==> src/rtl/scan_sequencer.sv <==
// Scan sequencer: walks one LiDAR scan out of scan memory and feeds each beam
// to the Bresenham ray tracer. It can clear the occupancy grid first, and it
// owns the occupancy index mux (ray-trace indices while tracing, display
// indices otherwise).
// Optional build macro SCAN_SKIP_ZERO_BEAM_EN: beams whose magnitude is zero
// are skipped instead of traced.
module scan_sequencer #(
  parameter int unsigned NUM_BEAMS  = 720,
  parameter int unsigned WORD_WIDTH = 64,
  parameter int unsigned ADDR_WIDTH = 13,
  parameter int unsigned X_WIDTH    = 8,
  parameter int unsigned Y_WIDTH    = 7
) (
  input  logic                    clock,
  input  logic                    reset_n,
  input  logic                    start,
  input  logic                    clear_grid,
  output logic                    busy,
  output logic                    done,
  output logic [ADDR_WIDTH-1:0]   beam_count,
  output logic [ADDR_WIDTH-1:0]   mem_address,
  input  logic [WORD_WIDTH-1:0]   mem_data,
  output logic                    bres_start,
  output logic [WORD_WIDTH/2-1:0] bres_magnitude,
  output logic [WORD_WIDTH/2-1:0] bres_angle,
  output logic [WORD_WIDTH/2-1:0] sensor_x,
  output logic [WORD_WIDTH/2-1:0] sensor_y,
  input  logic                    bres_busy,
  input  logic [X_WIDTH-1:0]      bres_x,
  input  logic [Y_WIDTH-1:0]      bres_y,
  input  logic [X_WIDTH-1:0]      disp_x,
  input  logic [Y_WIDTH-1:0]      disp_y,
  output logic [X_WIDTH-1:0]      occ_x,
  output logic [Y_WIDTH-1:0]      occ_y,
  output logic                    occ_zero,
  input  logic                    occ_busy
);

  localparam int unsigned HalfWidth = WORD_WIDTH / 2;
  localparam logic [ADDR_WIDTH-1:0] LastAddr = ADDR_WIDTH'(NUM_BEAMS);

  typedef enum logic [3:0] {
    StIdle,
    StZero,
    StZeroWait,
    StPosRd,
    StPosLatch,
    StBeamRd,
    StBeamLatch,
    StTrace,
    StTraceWait,
    StFinish
  } state_e;

  state_e                  state_q, state_d;
  logic [ADDR_WIDTH-1:0]   addr_q, addr_d;
  logic [ADDR_WIDTH-1:0]   count_q, count_d;
  logic [HalfWidth-1:0]    mag_q, mag_d;
  logic [HalfWidth-1:0]    ang_q, ang_d;
  logic [HalfWidth-1:0]    sx_q, sx_d;
  logic [HalfWidth-1:0]    sy_q, sy_d;
  // High in the first cycle of a wait state, where the peer's busy flag is
  // not yet trustworthy.
  logic                    first_q, first_d;

  logic [HalfWidth-1:0]    data_hi, data_lo;
  logic                    skip_beam;
  logic                    last_beam;
  logic                    in_trace;

  assign data_hi   = mem_data[WORD_WIDTH-1 -: HalfWidth];
  assign data_lo   = mem_data[HalfWidth-1:0];
  assign last_beam = (addr_q == LastAddr);

`ifdef SCAN_SKIP_ZERO_BEAM_EN
  assign skip_beam = (data_hi == '0);
`else
  assign skip_beam = 1'b0;
`endif

  // State and datapath registers; reset aborts any scan in progress.
  always_ff @(posedge clock or negedge reset_n) begin
    if (!reset_n) begin
      state_q <= StIdle;
      addr_q  <= '0;
      count_q <= '0;
      mag_q   <= '0;
      ang_q   <= '0;
      sx_q    <= '0;
      sy_q    <= '0;
      first_q <= 1'b0;
    end else begin
      state_q <= state_d;
      addr_q  <= addr_d;
      count_q <= count_d;
      mag_q   <= mag_d;
      ang_q   <= ang_d;
      sx_q    <= sx_d;
      sy_q    <= sy_d;
      first_q <= first_d;
    end
  end

  // Next-state logic and strobes for the scan FSM.
  always_comb begin
    state_d    = state_q;
    addr_d     = addr_q;
    count_d    = count_q;
    mag_d      = mag_q;
    ang_d      = ang_q;
    sx_d       = sx_q;
    sy_d       = sy_q;
    first_d    = 1'b0;
    done       = 1'b0;
    bres_start = 1'b0;
    occ_zero   = 1'b0;

    unique case (state_q)
      StIdle: begin
        addr_d = '0;
        if (start) begin
          count_d = '0;
          state_d = clear_grid ? StZero : StPosRd;
        end
      end
      StZero: begin
        occ_zero = 1'b1;
        first_d  = 1'b1;
        state_d  = StZeroWait;
      end
      StZeroWait: begin
        if (!first_q && !occ_busy) state_d = StPosRd;
      end
      StPosRd: begin
        addr_d  = '0;
        state_d = StPosLatch;
      end
      StPosLatch: begin
        sx_d    = data_hi;
        sy_d    = data_lo;
        addr_d  = ADDR_WIDTH'(1);
        state_d = StBeamRd;
      end
      StBeamRd: begin
        state_d = StBeamLatch;
      end
      StBeamLatch: begin
        mag_d = data_hi;
        ang_d = data_lo;
        if (!skip_beam) begin
          state_d = StTrace;
        end else if (last_beam) begin
          state_d = StFinish;
        end else begin
          addr_d  = addr_q + ADDR_WIDTH'(1);
          state_d = StBeamRd;
        end
      end
      StTrace: begin
        if (!bres_busy && !occ_busy) begin
          bres_start = 1'b1;
          count_d    = count_q + ADDR_WIDTH'(1);
          first_d    = 1'b1;
          state_d    = StTraceWait;
        end
      end
      StTraceWait: begin
        if (!first_q && !bres_busy) begin
          if (last_beam) begin
            state_d = StFinish;
          end else begin
            addr_d  = addr_q + ADDR_WIDTH'(1);
            state_d = StBeamRd;
          end
        end
      end
      StFinish: begin
        done    = 1'b1;
        addr_d  = '0;
        state_d = StIdle;
      end
      default: state_d = StIdle;
    endcase
  end

  // Occupancy index mux: tracer owns the grid only while a beam is traced.
  always_comb begin
    in_trace = (state_q == StTrace) || (state_q == StTraceWait);
    occ_x    = in_trace ? bres_x : disp_x;
    occ_y    = in_trace ? bres_y : disp_y;
  end

  assign busy           = (state_q != StIdle);
  assign beam_count     = count_q;
  assign mem_address    = addr_q;
  assign bres_magnitude = mag_q;
  assign bres_angle     = ang_q;
  assign sensor_x       = sx_q;
  assign sensor_y       = sy_q;

endmodule

==> config.mk <==
export PLATFORM = sky130hd
export DESIGN_NAME = scan_sequencer
export DESIGN_NICKNAME = d
export VERILOG_FILES = /design/src/rtl/scan_sequencer.sv
export SDC_FILE = /design/constraint.sdc
export NUM_CORES = 1
export LEC_CHECK = 0
export ABC_AREA = 1
export CELL_PAD_IN_SITES_DETAIL_PLACEMENT = 1
export CELL_PAD_IN_SITES_GLOBAL_PLACEMENT = 2
export CORE_ASPECT_RATIO = 0.75
export CORE_UTILIZATION = 27
export CTS_BUF_LIST = sky130_fd_sc_hd__clkbuf_8
export CTS_CLUSTER_SIZE = 8
export DETAILED_ROUTE_END_ITERATION = 16
export PLACE_DENSITY_LB_ADDON = 0.1
export SLEW_MARGIN = 10
export SYNTH_ARGS = -nofsm -noshare
export SYNTH_HDL_FRONTEND = slang
export SYNTH_SLANG_ARGS = --single-unit
==> constraint.sdc <==
create_clock -name clock -period 3.8 [get_ports clock]
set_input_delay 0.57 -clock clock [delete_from_list [all_inputs] [get_ports clock]]
set_output_delay 0.57 -clock clock [all_outputs]
set_load 0.01 [all_outputs]
Word-level counts from Yosys, hierarchy flattened:

Index checks and enable logic that the tools add are counted.

* register bits: 159
* input bits: 100
* output and inout bits: 173

* add/subtract/negate cells: 2
* equality and inequality tests: 15
* muxes and demuxes: 20
* reduce and logical (&&, ||, !) cells: 15

Operators by type and width (number)
* 13-bit 2-to-1 mux: 4
* 13-bit case mux with 3 select lines: 1
* 4-bit case mux with 9 select lines: 1
* 13-bit by 1-bit adder with 13-bit output (second input constant): 2
* 13-bit case mux with 2 select lines: 1
* 4-bit 2-to-1 mux: 5
* 4-bit by 3-bit == test with 1-bit output (second input constant): 4
* 13-bit by 10-bit == test with 1-bit output (second input constant): 1
* 2-bit != test (second input constant): 5
* 4-bit by 2-bit == test with 1-bit output (second input constant): 2
* 4-bit == test (second input constant): 2
* 8-bit 2-to-1 mux: 1
* 7-bit 2-to-1 mux: 1
* 3-bit AND reduction: 2
* 4-bit by 1-bit == test with 1-bit output (second input constant): 1
* 4-bit zero test: 1
* 1-bit 2-to-1 mux: 4
* 4-bit AND reduction: 1
* 4-bit nonzero test: 1
* 1-bit logical AND: 3
* 1-bit zero test: 3
* 3-bit nonzero test: 1
* 3-bit OR reduction: 1
* 2-bit 2-to-1 mux: 1
* 3 further kinds: 3

Longest topological paths before layout:

Gate-level depths: netlist of run 1.

* word-level depth: 4
* gate-level depth with buffers: 10

Worst setup path after synthesis of run 1:

OpenSTA, ideal clock, no wires.

* kind: flip-flop to output port
* start point: reg state_q[0]
* end point: out occ_y[3]
* arrival time: 1.382 ns
* path slack: 1.848 ns
* stages on the path, launching flop included: 6
* buffers on the path: 1
* cell sequence: dfrtp_1 > nor2_2 > nand2_2 > nand2_2 > buf_6 > mux2_1

* longest elaborated chain between the ends: 3
* elaborated cells on any way between the ends: 4

Ends and longest elaborated chain
* from (decl): line 55 `state_e state_q, state_d;`
* from (signal assigned): line 84 `state_q <= StIdle;`
* from (signal assigned): line 93 `state_q <= state_d;`
* 4-bit by 3-bit == test with 1-bit output / 4-bit == test (equally long branches): line 188 `in_trace = (state_q == StTrace) || (state_q == StTraceWait);`
* 1-bit logical OR (*): line 188
* 7-bit 2-to-1 mux (*): line 190 `occ_y = in_trace ? bres_y : disp_y;`
* to (decl): line 34 `output logic [Y_WIDTH-1:0] occ_y,`

Mark *: on every way between the ends. The rest lies on a longest branch, timed or not.

Worst setup path in the final report of run 1:

* start point: reg state_q[0]
* end point: out occ_y[5]

Same word-level chain as after synthesis.

==> results of run 1 <==
## area by class of cell
class                      instances  share of cell area
sequential                       159               0.381
timing repair buffer             276               0.265
multi-input combinational        516               0.236
tap                              338              0.0405
inverter                          96              0.0348
clock buffer                      20              0.0264
clock inverter                    11              0.0157
## layout by cell type (no fill, tap or decap), drive strengths merged, types with 5 or more instances in the layout
cell type | Yosys | final
buf | 12 | 5
inv | 96 | 99
nand2 | 255 | 255
dfrtp | 159 | 159
nor2 | 48 | 48
xor2 | 7 | 7
mux2 | 15 | 15
nand3 | 21 | 21
clkbuf | 23 | 20
nand4 | 12 | 12
o21ai | 143 | 143
clkdlybuf4s50 | 0 | 271
## worst max-delay path: stages, from the launching register on
cell             delay [ns]
dfrtp_1                0.42
nor2_2                 0.29
nand2_2                0.31
nand2_2                0.40
mux2_2                 0.39
clkdlybuf4s50_1        0.49
## sequential cells by signal (all words and copies together), names as in the netlist
register / count
bres_magnitude: 32
sensor_x: 32
sensor_y: 32
bres_angle: 32
first_q: 1
state_q: 4
mem_address: 13
beam_count: 13
## power breakdown
group / internal (uW) / leakage, uW / switching (uW)
clock network: 762 / 0.000220 / 655
logic: 1780 / 0.00262 / 1780
registers: 2420 / 0.00199 / 415
## path summary, 6_finish.rpt
check	slack [ns]	start	end	cells past startpoint
worst min-delay path	0.15	reset_n	sensor_x[20]$_DFFE_PN0N_	1
max in group asynchronous	2.75	reset_n	bres_angle[17]$_DFFE_PN0P_	2
min in group clock	0.49	sensor_x[8]$_DFFE_PN0N_	sensor_x[8]$_DFFE_PN0N_	2
worst max register to register	1.47	state_q[2]$_DFFE_PN0P_	mem_address[3]$_DFFE_PN0P_	8
worst min register to register	0.49	sensor_x[8]$_DFFE_PN0N_	sensor_x[8]$_DFFE_PN0N_	2
worst max-delay path	0.47	state_q[0]$_DFFE_PN0P_	occ_y[5]	5
## logic make-up (layout without fill, tap and decap cells)
| family | Yosys count | in the layout | synth area share |
|---|---|---|---|
| flops | 159 | 159 | 0.573 |
| buf+inv | 131 | 403 | 0.0753 |
| xor+xnor | 9 | 9 | 0.0113 |
| simple gates | 337 | 337 | 0.199 |
| fa+ha+maj | 3 | 3 | 0.00540 |
| mux | 15 | 15 | 0.0243 |
| compound gates | 152 | 152 | 0.112 |
## stage by stage
step / worst slack [ns] / util / cells / hold slack (ns)
6_report: 0.470 / 0.416 / 1416 / 0.146
4_1_cts: 0.394 / 0.416 / 1416 / 0.151
3_3_place_gp: 0.981 / 0.398 / 1385 / 0.464
5_1_grt: 0.279 / 0.416 / 1416 / 0.170
2_1_floorplan: 1.85 / - / 806 / 0.274
3_5_place_dp: 0.929 / 0.398 / 1385 / 0.472
## layer usage
layer / share of wire / vias to the layer above / global-route usage
met4: 0.0084 / 0 / 0.0470
met5: 0 / - / 0
li1: - / 3060 / -
met2: 0.43 / 150 / 0.247
met1: 0.48 / 2868 / 0.238
met3: 0.083 / 13 / 0.0719
==> run metrics, run 1 <==
status=finished clean; drt pass-1 iters=4; cts-stage hold buffer count=0; Max Freq=300 MHz; critical path arrival=between 2 and 3 ns; setup violators final=0; #FFs+latches synth=159; Post-route DRC=0; Most used DFF post-synth=dfrtp_1; total negative setup slack=0 ns; initial DRC count=approximately 250; # rows=50; synth cell count leaders=nand2_1, dfrtp_1, o21ai_0; post-route ant nets=0; max cap viols=0; DP Area=9990 um^2; Peak VDD IR=0.000287 V; area grow syn2layout=50.1%; clock transition at the registers of the reported paths=~0.08 ns; post-synthesis cell count=roughly 810; CTS H-tree depth=4; Ports=273; FF+latch area=approximately 4000 um^2; post-synth cell types=33; Root Driver=clkbuf_8; Worst setup SP type=flip-flop; Inserted Diodes=0; power consumption=7810 uW; dpl hpwl=between 15000 and 20000 um; Tot GR Track Use=0.173; Routed wire per std cell=around 16 um; number of buffers created by CTS=17; Nets=between 1000 and 1500; Worst Clk Skew=around 0.017 ns; Die Height=141 um; clk sinks=about 160; RSZ-0062 raised after global routing=false; antenna violations before repair=1; multi-input combinational cell area=between 2000 and 2500 um^2; Post-synth EDFFs=0; worst path required time=~3.2 ns; fraction of layout cells with a size suffix above 1=0.0622; post-layout min period=between 3 and 4 ns; count leader, synth=nand2_1; power per cell area=about 750 nW/um^2; Pleak=between 0.004 and 0.005 uW; fin area=about 10000 um^2; measured slew at the worst slew-check pin=approximately 0.86 ns; overall die width=approximately 190 um; Yosys warning total=0; largest cells by area after synthesis=dfrtp_1, nand2_1, o21ai_0; cell taking the most area after synthesis=dfrtp_1; fill count=a little under 3000; first-pass GRT wire length=approximately 35000 um; Clk Latency, worst-skew pair=0.46 ns; Critical Path Sink Type=primary output; post-synthesis cell area=~7000 um^2; Slew HR=0.430; syn_nets=909; clock buffer depth=2; average vias per placed instance=around 4.3; grt ovf=0; register area share after synthesis=0.573; CTS tree=done; top-area cell type share of the netlist area=0.573; core area=about 25000 um^2; largest net degree at the start of global routing=between 80 and 90; crit path max fanout=16; Final Hold Fails=0; Starting Density=0.277; PortBufs=about 270; Hold/Removal Path Class=input pin to asynchronous set/reset pin; crit share post-route=0.876; global placement routability congestion=approximately 0.75; Detailed Route WL=22300 um; Post-CTS Setup Bufs=0; Die ar.=roughly 26000 um^2; Avg Inst Size Synth=between 8 and 9 um^2; WS Path Type=flip-flop to primary output; via count=a little over 6000; fin. max-slew vios=0; post-CTS resize count=0; async set or reset register ratio after synthesis=1.00; vias in the first global route=between 6000 and 7000
Note: power is estimated with default switching activity, not from simulation.
==> run 2, diff against run 1 <==
--- a/config.mk
+++ b/config.mk
@@ -13,6 +13,7 @@
 export CTS_BUF_LIST = sky130_fd_sc_hd__clkbuf_8
 export CTS_CLUSTER_SIZE = 8
 export DETAILED_ROUTE_END_ITERATION = 16
+export MAX_ROUTING_LAYER = met4
 export PLACE_DENSITY_LB_ADDON = 0.1
 export SLEW_MARGIN = 10
 export SYNTH_ARGS = -nofsm -noshare
==> constraint.sdc (replaced) <==
create_clock -name clock -period 4.3 [get_ports clock]
set_input_delay 0.645 -clock clock [delete_from_list [all_inputs] [get_ports clock]]
set_output_delay 0.645 -clock clock [all_outputs]
set_load 0.01 [all_outputs]
==> run 2 against run 1 <==
Net effect:
- sequential power is 12% lower
- critical path type unchanged
- wire length shrank 0.56%
- highest routed layer unchanged
- design area shrank 0.43%
==> run metrics, run 2 (synthesized netlist as in run 1, its figures left out) <==
antenna violations before repair=1; Post-route DRC=0; commonest non-fill, non-tap cells in the layout=clkdlybuf4s50_1, nand2_1, dfrtp_1; core area=around 25000 um^2; Die Height=between 100 and 150 um; post-layout min period=between 3 and 4 ns; CTS tree=done; Hold/Removal Path Class=input pin to asynchronous set/reset pin; pre-CTS WS=approximately 1.4 ns; fill count=just under 3000; max cap viols=0; Max Freq=295 MHz; critical path arrival=about 2.8 ns; fraction of layout cells with a size suffix above 1=0.0630; clk sinks=around 160; overall die width=roughly 190 um; FF+latch area=3980 um^2; worst path required time=3.65 ns; cts-stage hold buffer count=0; Power Internal=about 4300 uW; WS Path Type=flip-flop to primary output; switching share of power=0.368; initial DRC count=between 200 and 250; vias in the first global route=approximately 6200; crit share post-route=0.788; average vias per placed instance=4.28; Root Driver=clkbuf_8; clock transition at the registers of the reported paths=0.09 ns; status=finished clean; worst r2r src=state_q[2]$_DFFE_PN0P_; Worst setup SP type=flip-flop; Post-CTS Setup Bufs=0; worst setup path start=state_q[0]$_DFFE_PN0P_; setup violators final=0; Flop pwr share=0.369; drt pass-1 iters=4; fin. max-slew vios=0; RSZ-0062 raised after global routing=false; first-pass GRT wire length=35300 um; largest net degree at the start of global routing=about 100; met3 wire len=1730 um; commonest non-fill, non-tap cell in the layout=clkdlybuf4s50_1; post-CTS resize count=0; Combinational Power Share=0.463; Worst Clk Skew=~0.013 ns; Peak VDD IR=0.000256 V; top sig layer=met4; Detailed Route WL=between 20000 and 25000 um; grt ovf=0; routed wl met2=9240 um; sw power=between 2000 and 2500 uW; clock power share=0.168; clock buffer depth=2; crit path max fanout=16; # rows=50; Slew HR=0.385; via count=6072; multi-input combinational cell area=2460 um^2; measured slew at the worst slew-check pin=~0.92 ns; Clk Latency, worst-skew pair=between 0.4 and 0.5 ns; met1 WL=10900 um; total negative setup slack=0 ns; Die ar.=26400 um^2; global placement routability congestion=approximately 0.76; Pleak=~0.0048 uW; dpl hpwl=around 16000 um; area grow syn2layout=49.5%; number of buffers created by CTS=17; Critical Path Sink Type=primary output; power per cell area=approximately 650 nW/um^2; Starting Density=0.277; CTS H-tree depth=4; Tot GR Track Use=0.178; Final Hold Fails=0; post-route ant nets=0; Ports=between 200 and 300; Nets=between 1000 and 1500; PortBufs=roughly 270; Routed wire per std cell=between 15 and 20 um; Final WS setup=slightly above 0.9 ns
-- run 2: cell count changes in the layout (fill, tap and decap cells not counted), sizes merged --
cell,before,now
bufinv,4,3
clkinv,1,5
inv,99,98
clkbuf,20,18
buf,5,6
diode,0,1
-- run 2: critical path: stages (launching register included) --
cell and delay, ns:
dfrtp_1 0.42, nor2_2 0.29, nand2_2 0.31, nand2_2 0.40, mux2_2 0.38, clkdlybuf4s50_1 0.50
-- run 2: final timing paths --
path	cells past startpoint	slack, ns	to
min in group clock	2	0.49	bres_angle[3]$_DFFE_PN0P_
hold / removal	1	0.21	bres_magnitude[18]$_DFFE_PN0P_
max in group asynchronous	2	3.01	sensor_x[28]$_DFFE_PN0N_
setup / recovery	5	0.91	occ_x[2]
hold reg to reg	2	0.49	bres_angle[3]$_DFFE_PN0P_
setup reg to reg	8	1.99	mem_address[3]$_DFFE_PN0P_
-- run 2: through the flow --
step,area [um^2],utilization,hold WS [ns],cells,power [uW]
floorplan,6950,-,0.349,806,3880
global placement,9990,0.398,0.465,1386,5690
detailed placement,9990,0.398,0.471,1386,5730
CTS,10400,0.414,0.251,1417,6930
global route,10400,0.414,0.285,1418,7320
finish,10400,0.414,0.205,1418,6780
-- run 2: power groups by stage --
stage / combinational [uW] / clock, uW / sequential (uW)
CTS: 3220 / 1200 / 2510
global route: 3470 / 1260 / 2590
finish: 3140 / 1140 / 2500
floorplan: 1090 / 0 / 2790
global placement: 3190 / 0 / 2500
detailed placement: 3200 / 0 / 2520
-- run 2: per-layer routing --
metal / vias to the layer above / global-route usage
met5: - / -
met4: 0 / 0.0457
met3: 15 / 0.0660
met2: 144 / 0.246
met1: 2855 / 0.242
li1: 3058 / -
-- run 2: cell type report --
| class | instances | share of cell area |
|---|---|---|
| repair buffers | 277 | 0.266 |
| diodes | 1 | 0.000241 |
| well taps | 338 | 0.0407 |
| flip-flops and latches | 159 | 0.383 |
| clock buffers | 18 | 0.0238 |
| clock inverters | 13 | 0.0143 |
| inverters | 96 | 0.0349 |
| multi-input cells | 516 | 0.237 |
==> run 3, diff against run 2 <==
--- a/config.mk
+++ b/config.mk
@@ -9,7 +9,7 @@
 export CELL_PAD_IN_SITES_DETAIL_PLACEMENT = 1
 export CELL_PAD_IN_SITES_GLOBAL_PLACEMENT = 2
 export CORE_ASPECT_RATIO = 0.75
-export CORE_UTILIZATION = 27
+export CORE_UTILIZATION = 25
 export CTS_BUF_LIST = sky130_fd_sc_hd__clkbuf_8
 export CTS_CLUSTER_SIZE = 8
 export DETAILED_ROUTE_END_ITERATION = 16
==> constraint.sdc (replaced) <==
create_clock -name clock -period 3.35 [get_ports clock]
set_input_delay 0.5025 -clock clock [delete_from_list [all_inputs] [get_ports clock]]
set_output_delay 0.5025 -clock clock [all_outputs]
set_load 0.01 [all_outputs]
==> run 3 against run 2 <==
Net effect:
- first-iteration DRC count rose by 16%
- sequential cell count did not move
- global-route usage fell by 0.57 points
- utilization fell by 3.0 points
- clock power rose by 27%
- non-clock buffer count rose by 2
- critical path depth did not move
==> run metrics, run 3 (synthesized netlist as in run 1, its figures left out) <==
power consumption=around 8700 uW; CTS tree=done; post-route ant nets=0; antenna violations before repair=0; area grow syn2layout=49.9%; largest net degree at the start of global routing=around 90; multi-input combinational cell area=between 2000 and 2500 um^2; global placement routability congestion=about 0.75; crit path max fanout=15; worst path required time=approximately 2.9 ns; Pleak=0.00483 uW; met3 wire len=between 1500 and 2000 um; final std cells w/o fill=approximately 1400; post-CTS resize count=0; Ports=between 200 and 300; Root Driver=clkbuf_8; Tot GR Track Use=0.172; crit share post-route=0.884; clock transition at the registers of the reported paths=roughly 0.090 ns; PortBufs=272; power per cell area=839 nW/um^2; cts-stage hold buffer count=0; worst hold slack=between 0.05 and 0.06 ns; fin. max-slew vios=0; Critical Path Sink Type=primary output; WS Path Type=flip-flop to primary output; Post-route DRC=0; total negative setup slack=0 ns; critical path arrival=approximately 2.5 ns; Die ar.=roughly 28000 um^2; CTS H-tree depth=4; Post-CTS Setup Bufs=0; clock buffer depth=2; Worst Clk Skew=roughly 0.016 ns; overall die width=between 150 and 200 um; Starting Density=0.256; first-pass GRT wire length=around 37000 um; status=finished clean; dpl hpwl=16600 um; measured slew at the worst slew-check pin=approximately 0.83 ns; # rows=between 50 and 60; max cap viols=0; RSZ-0062 raised after global routing=false; commonest non-fill, non-tap cells in the layout=clkdlybuf4s50_1, nand2_1, dfrtp_1; drt pass-1 iters=4; met1 WL=roughly 12000 um; Slew HR=0.448; Detailed Route WL=22900 um; top sig layer=met4; setup violators final=0; Clk Latency, worst-skew pair=around 0.46 ns; Final Hold Fails=0; via count=between 6000 and 7000; Inserted Diodes=0; Peak VDD IR=between 0.0003 and 0.0004 V; Max Freq=~340 MHz; vias in the first global route=6375; Routed wire per std cell=16.0 um; fraction of layout cells with a size suffix above 1=0.0638; clk sinks=around 160; FF+latch area=between 3000 and 4000 um^2; core area=27100 um^2; Die Height=~150 um; Hold/Removal Path Class=input pin to asynchronous set/reset pin; placed insts=between 1000 and 1500; Nets=approximately 1200; commonest non-fill, non-tap cell in the layout=clkdlybuf4s50_1; Worst setup SP type=flip-flop; grt ovf=0; routed wl met2=9480 um; post-layout min period=about 3.0 ns; initial DRC count=around 240; fill count=between 3000 and 4000; number of buffers created by CTS=17; average vias per placed instance=around 4.2
run 3: cell types whose count changed in the layout (fill, tap and decap cells not counted):
cell,change
buf_12,+1
clkinv_4,+1
clkbuf_8,-1
diode_2,-1
clkinvlp_4,-1
buf_4,+1
inv_1,+1
run 3: report_power, final:
group          leakage (uW)  internal [uW]  total [uW]  switching (uW)
Clock              0.000205            721        1450             733
Sequential          0.00199           2740        3200             460
Combinational       0.00264           2020        4080            2060
Total               0.00483           5490        8740            3250
run 3: area by class of cell:
| class | instances | share of cell area |
|---|---|---|
| Clock buffer | 17 | 0.0225 |
| Clock inverter | 14 | 0.0148 |
| Inverter | 96 | 0.0348 |
| Multi-Input combinational cell | 516 | 0.236 |
| Sequential cell | 159 | 0.382 |
| Tap cell | 351 | 0.0421 |
| Timing Repair Buffer | 279 | 0.268 |
run 3: path summary, 6_finish.rpt:
kind,slack [ns],end,cells past startpoint,start
setup / recovery,0.39,occ_x[3],5,state_q[0]$_DFFE_PN0P_
hold / removal,0.05,bres_angle[25]$_DFFE_PN0P_,1,reset_n
setup reg to reg,1.15,mem_address[2]$_DFFE_PN0P_,8,state_q[2]$_DFFE_PN0P_
hold reg to reg,0.49,bres_magnitude[20]$_DFFE_PN0P_,2,bres_magnitude[20]$_DFFE_PN0P_
max in group asynchronous,2.34,sensor_x[25]$_DFFE_PN0N_,2,reset_n
min in group clock,0.49,bres_magnitude[20]$_DFFE_PN0P_,2,bres_magnitude[20]$_DFFE_PN0P_
run 3: through the flow:
step	area, um^2	utilization	setup WS, ns
after floorplan	6950	-	1.47
after global placement	10000	0.370	0.804
after detailed placement	10000	0.370	0.785
after CTS	10400	0.384	0.326
after global routing	10400	0.384	0.229
final	10400	0.384	0.390
run 3: worst max-delay path: stages (launching register included):
cell and delay, ns:
dfrtp_1 0.42, nor2_2 0.30, nand2_2 0.11, nand2_2 0.30
mux2_2 0.38, clkdlybuf4s50_1 0.50
run 3: layer usage:
metal,GRT usage,vias to the layer above
met5,-,-
met4,0.0333,0
met3,0.0661,9
met2,0.233,135
met1,0.241,2869
li1,-,3065
